--- src/rtl/keyed_mix_pkg.sv ---
// keyed_mix_pkg
//   Shared types and transform helpers for keyed_mix_pipe.
//   - mode_e      : 2-bit transform select
//   - rotl1()     : rotate-left by one within a runtime width
//   - mix()       : the per-word keyed transform
//   - KEY_RST_DIV : key reset value is WIDTH / KEY_RST_DIV
//   Helpers work on a wide container word so one function serves any
//   WIDTH up to MIX_MAX_W; callers cast the result back to their width.
package keyed_mix_pkg;

    localparam int KEY_RST_DIV = 2;
    localparam int MIX_MAX_W   = 128;

    typedef logic [MIX_MAX_W-1:0] mix_word_t;

    typedef enum logic [1:0] {
        MODE_PASS      = 2'b00,
        MODE_INV       = 2'b01,
        MODE_KEYED     = 2'b10,
        MODE_KEYED_ROT = 2'b11
    } mode_e;

    function automatic mix_word_t width_mask(input int w);
        return (w >= MIX_MAX_W) ? '1 : ((mix_word_t'(1) << w) - mix_word_t'(1));
    endfunction

    // v must already be confined to its low w bits.
    function automatic mix_word_t rotl1(input mix_word_t v, input int w);
        return ((v << 1) | (v >> (w - 1))) & width_mask(w);
    endfunction

    function automatic mix_word_t mix(input mix_word_t x, input mix_word_t k,
                                      input mode_e mode, input int w);
        mix_word_t t;
        t = (~x ^ k) & width_mask(w);
        case (mode)
            MODE_PASS:  return x & width_mask(w);
            MODE_INV:   return ~x & width_mask(w);
            MODE_KEYED: return t;
            default:    return rotl1(t, w);
        endcase
    endfunction

endpackage

--- src/rtl/keyed_mix_pipe_stage.sv ---
// keyed_mix_stage
//   One pipeline register holding {valid, data, lane}.
//   Ports: clk, rst (sync, active-high), en (load enable),
//          in_valid/in_data/in_lane -> out_valid/out_data/out_lane.
module keyed_mix_stage #(
    parameter int WIDTH  = 32,
    parameter int LANE_W = 2
) (
    input  logic              clk,
    input  logic              rst,
    input  logic              en,
    input  logic              in_valid,
    input  logic [WIDTH-1:0]  in_data,
    input  logic [LANE_W-1:0] in_lane,
    output logic              out_valid,
    output logic [WIDTH-1:0]  out_data,
    output logic [LANE_W-1:0] out_lane
);

    always_ff @(posedge clk) begin
        if (rst) begin
            out_valid <= 1'b0;
            out_data  <= '0;
            out_lane  <= '0;
        end else if (en) begin
            out_valid <= in_valid;
            out_data  <= in_data;
            out_lane  <= in_lane;
        end
    end

endmodule

--- src/rtl/keyed_mix_pipe.sv ---
// keyed_mix_pipe
//   Multi-lane pipelined keyed transform with valid/ready on both sides.
//   The transform is computed combinationally into stage 1; further stages
//   are plain delay. The whole pipe advances as one when the output slot is
//   empty or being drained, so latency is STAGES cycles with no stalls.
//   Ports:
//     clk, rst                      clock, sync active-high reset
//     in_valid/in_ready/in_data/in_lane/in_mode   input stream
//     out_valid/out_ready/out_data/out_lane       output stream
//     cfg_we/cfg_lane/cfg_key       per-lane key write
//     stat_lane/stat_clr/stat_count per-lane output counters
//                                   (only with KEYED_MIX_STATS_EN defined)
//   Optional feature macro: KEYED_MIX_STATS_EN
module keyed_mix_pipe
    import keyed_mix_pkg::*;
#(
    parameter int WIDTH  = 32,
    parameter int LANES  = 4,
    parameter int STAGES = 2,
    parameter int CNT_W  = 16,
    parameter int LANE_W = (LANES > 1) ? $clog2(LANES) : 1
) (
    input  logic              clk,
    input  logic              rst,
    input  logic              in_valid,
    output logic              in_ready,
    input  logic [WIDTH-1:0]  in_data,
    input  logic [LANE_W-1:0] in_lane,
    input  logic [1:0]        in_mode,
    output logic              out_valid,
    input  logic              out_ready,
    output logic [WIDTH-1:0]  out_data,
    output logic [LANE_W-1:0] out_lane,
    input  logic              cfg_we,
    input  logic [LANE_W-1:0] cfg_lane,
    input  logic [WIDTH-1:0]  cfg_key
`ifdef KEYED_MIX_STATS_EN
    ,
    input  logic [LANE_W-1:0] stat_lane,
    input  logic              stat_clr,
    output logic [CNT_W-1:0]  stat_count
`endif
);

    // One extra bit so LANES itself is representable for range checks.
    localparam logic [LANE_W:0]   LANES_L = (LANE_W + 1)'(LANES);
    localparam logic [WIDTH-1:0]  KEY_RST = WIDTH'(WIDTH / KEY_RST_DIV);

    logic                         advance;
    logic [LANES-1:0][WIDTH-1:0]  keys;
    logic [LANE_W-1:0]            lane_eff;
    logic [WIDTH-1:0]             key_sel;

    // Index 0 is the combinational stage-1 input; index STAGES is the output.
    logic [STAGES:0]              vld_pipe;
    logic [STAGES:0][WIDTH-1:0]   data_pipe;
    logic [STAGES:0][LANE_W-1:0]  lane_pipe;

    assign advance  = !out_valid || out_ready;
    assign in_ready = advance;

    // Out-of-range lane tags fold onto lane 0 for both key and tag.
    assign lane_eff = ({1'b0, in_lane} < LANES_L) ? in_lane : '0;
    assign key_sel  = keys[lane_eff];

    // Key bank; independent of pipeline stalls. A same-cycle write is seen
    // only by later words because key_sel reads the registered value.
    always_ff @(posedge clk) begin
        if (rst) begin
            for (int i = 0; i < LANES; i++) keys[i] <= KEY_RST;
        end else if (cfg_we && ({1'b0, cfg_lane} < LANES_L)) begin
            keys[cfg_lane] <= cfg_key;
        end
    end

    assign vld_pipe[0]  = in_valid;
    assign data_pipe[0] = WIDTH'(mix(mix_word_t'(in_data), mix_word_t'(key_sel),
                                     mode_e'(in_mode), WIDTH));
    assign lane_pipe[0] = lane_eff;

    for (genvar s = 0; s < STAGES; s++) begin : g_stage
        keyed_mix_stage #(
            .WIDTH  (WIDTH),
            .LANE_W (LANE_W)
        ) u_stage (
            .clk       (clk),
            .rst       (rst),
            .en        (advance),
            .in_valid  (vld_pipe[s]),
            .in_data   (data_pipe[s]),
            .in_lane   (lane_pipe[s]),
            .out_valid (vld_pipe[s+1]),
            .out_data  (data_pipe[s+1]),
            .out_lane  (lane_pipe[s+1])
        );
    end

    assign out_valid = vld_pipe[STAGES];
    assign out_data  = data_pipe[STAGES];
    assign out_lane  = lane_pipe[STAGES];

`ifdef KEYED_MIX_STATS_EN
    logic [LANES-1:0][CNT_W-1:0] cnt;
    logic                        out_hs;

    assign out_hs = out_valid && out_ready;

    // Clear takes priority over a same-cycle increment; counts saturate.
    always_ff @(posedge clk) begin
        if (rst || stat_clr) begin
            cnt <= '0;
        end else if (out_hs && ({1'b0, out_lane} < LANES_L) && (cnt[out_lane] != '1)) begin
            cnt[out_lane] <= cnt[out_lane] + CNT_W'(1);
        end
    end

    always_ff @(posedge clk) begin
        if (rst) begin
            stat_count <= '0;
        end else begin
            stat_count <= ({1'b0, stat_lane} < LANES_L) ? cnt[stat_lane] : '0;
        end
    end
`endif

endmodule

--- config.mk ---
export PLATFORM = sky130hd
export DESIGN_NAME = keyed_mix_pipe
export DESIGN_NICKNAME = d
export VERILOG_FILES = /design/src/rtl/keyed_mix_pkg.sv /design/src/rtl/keyed_mix_pipe_stage.sv /design/src/rtl/keyed_mix_pipe.sv
export SDC_FILE = /design/constraint.sdc
export NUM_CORES = 1
export LEC_CHECK = 0
export CAP_MARGIN = 20
export CORE_ASPECT_RATIO = 1.75
export CORE_UTILIZATION = 51
export DETAILED_ROUTE_END_ITERATION = 16
export GPL_TIMING_DRIVEN = 0
export PLACE_DENSITY = 0.77
export SLEW_MARGIN = 0
export SYNTH_ARGS = -nofsm -noshare
export SYNTH_HDL_FRONTEND = slang
export SYNTH_SLANG_ARGS = --single-unit
--- constraint.sdc ---
create_clock -name clk -period 1.65 [get_ports clk]
set_clock_uncertainty 0.15 [all_clocks]
set_input_delay 0.165 -clock clk [delete_from_list [all_inputs] [get_ports clk]]
set_output_delay 0.165 -clock clk [all_outputs]
set_load 0.05 [all_outputs]
==> run metrics <==
fill count=1372; htree depth=4; Rows=64; synthesized-area fraction occupied by adder cells=0%; final setup TNS=-284 ps; CP Data Required Time=roughly 1300 ps; R2R Setup Slk=-60 ps; Synth cell types=44; Worst Setup Start Kind=flop; vias=8396; Core ar.=17500 sq um; Fin Hold WS=63.7 ps; fin cells=1488; flops & latches, synth=198; Die W=slightly above 100 um; chip height=180 um; RR Startpoint=keys[101]$_SDFFE_PP0P_; first-pass GRT wire length=approximately 42000 um; WL final=27300 um; worst slew pin tran=roughly 740 ps; Final Cycle Share=109%; Power Total=11200 uW; Initial Util=52.5%; Placed Cells=1446; vias per cell=5.64; fin. max-slew vios=0; Synth Area in XOR/XNOR=slightly above 6%; Final setup viols=7; CP Class=reg -> out; hold buffers post-CTS=0; Synth Area in Compound Gates=14.5%; register area share after synthesis=43.0%; clk slew on worst S/H paths=80 ps; grt ovf=0; final hold violation count=0; Max-slew headroom=50.6%; CP Launch Point=g_stage[1].u_stage.out_valid$_SDFFE_PP0P_; pre-CTS setup slack=-1100 ps; synth-to-layout area growth=26.9%; fmax=approximately 560 MHz; failing checks=negative setup slack; Syn. warnings=0; drt wl/cell=18.4 um; Global Route Usage Sum=29.3%; Pwr Density=956 nW/um^2; CTS buffer count=17; Synth Area in Simple Gates=19.2%; Antenna Cells=0; Final nets=1319; CP arrival=1480 ps; Worst IR Drop VDD=slightly above 0.7 mV; CTS tree=yes; largest cells by area after synthesis=dfxtp_1 (43%), nand2_1 (15%), a21oi_1 (9.4%); Final Critical Period=1790 ps; Yosys top cell area share=between 40 and 50%; via count of the first global-routing pass=8225; largest net degree at the start of global routing=19; clock buffer depth=2; syn_area_per_cell=just over 8 sq um; ys flop type=dfxtp_1; Max-Cap Viols=0; Top Ports=111; clock latency on the worst-skew pair=440 ps; antenna violations before repair=0; GP Congestion=0.945; layout cells sized above 1=20.4%; DRT antenna net count=0; largest area contributor in the synthesized netlist=dfxtp_1; status=finished with violations; DPL Wire Length=19100 um; syn_nets=1185; Worst Hold Launch=rst; Hold WC Path Type=in -> reg; CP endpoint kind=output pin; DR pass1 iterations=6; Final Worst Setup Slack=-141 ps; largest family of logic cells by synthesized area=simple AND/OR/NAND/NOR gates; RSZ-0062 raised after global routing=yes; root buffer cell=clkbuf_16; leakage=roughly 0.0043 uW; # DRC=0; die area=about 19000 sq um; number of enable flip-flop cells after synthesis=0; Netlist Area Pre-Place=9210 sq um; First DRT Iteration DRCs=413; critical-path maximum fanout=5; Mapped Cells=between 1000 and 1500; Post-synth ARST share=0%; mux cell area share after synthesis=10.0%; CTS sink cnt=198; IO Port Bufs=105
report_power, final:
part / internal [uW] / switching (uW)
combinational: 814 / 1090
clock: 2130 / 1980
sequential: 5020 / 131
flip-flops by register name (all words and copies together) (netlist names):
register	flops
g_stage.u_stage.out_data	64
g_stage.u_stage.out_lane	4
g_stage.u_stage.out_valid	2
keys	128
per-layer routing:
metal	wire (um)	global-route usage, %
met4	1880	21.9
met1	9750	30.8
met5	0	0
met3	1590	4.68
met2	14100	52.1
cells in the final DEF, fill, tap and decap left out, drive strengths merged, types with 6 or more instances in the layout:
cell,instances
buf,66
nand2,360
xnor2,50
o22ai,14
nor2,42
clkdlybuf4s15,33
a211oi,12
mux2i,12
nor2b,6
xor2,14
clkdlybuf4s50,66
inv,7
a2111oi,11
o21ai,10
nor3,9
dfxtp,198
clkbuf,83
clkinv,6
a21oi,173
mux4,32
stage by stage:
step	cell area [sq um]	utilization (%)
3_5_place_dp	10600	60.4
2_1_floorplan	9250	-
6_report	11700	66.6
5_1_grt	11700	66.6
3_3_place_gp	10600	60.4
4_1_cts	11300	64.6
Yosys cell counts (all sizes together) (3+ instances only):
cell type and number:
nor4 4, xor2 14, nand3b 5, a2111oi 11
mux2i 12, nor2b 6, clkbuf 72, buf 48
xnor2 50, mux2 5, a311oi 5, a31oi 4
mux4 32, nand2 360, a211oi 12, nor2 42
o22ai 14, nor3 9, o21bai 3, o211ai 4
o21ai 10, nor4b 3, dfxtp 198, a21oi 173
worst paths after layout:
path	depth (start not counted)	to
max reg2reg	3	g_stage[0].u_stage.out_data[5]$_SDFFE_PP0P_
min	2	g_stage[0].u_stage.out_data[3]$_SDFFE_PP0P_
min reg2reg	2	g_stage[1].u_stage.out_lane[0]$_SDFFE_PP0P_
max	5	in_ready
worst max-delay path: stages, from the launching register on:
cell	delay (ps)
dfxtp_4	340
nor2b_4	200
inv_4	80
buf_8	130
clkbuf_16	140
buf_12	140
logic make-up after synthesis:
| family | after synthesis |
|---|---|
| and+or+nand+nor | 441 |
| AOI/OAI and AO/OA | 236 |
| DFF | 198 |
| buffers and inverters | 122 |
| xor gates and xnor gates | 64 |
| muxes | 49 |
cell type report:
type                    instances  area (sq um)  share of cell area (%)
multi-input cells             790          4840                    41.4
flip-flops and latches        198          3980                    34.0
repair buffers                116          1200                    10.3
plain buffers                 119           801                    6.86
clock buffers                  18           429                    3.67
well taps                     231           289                    2.47
clock inverters                14           143                    1.22
inverters                       2          10.0                  0.0857
timing repair:
item	4_1_cts	5_1_grt
setup buffers	2	9
endpoints found under the setup margin	196	126
pin swaps	7	12
resized for setup	167	98
(Power assumes the default switching activity.)
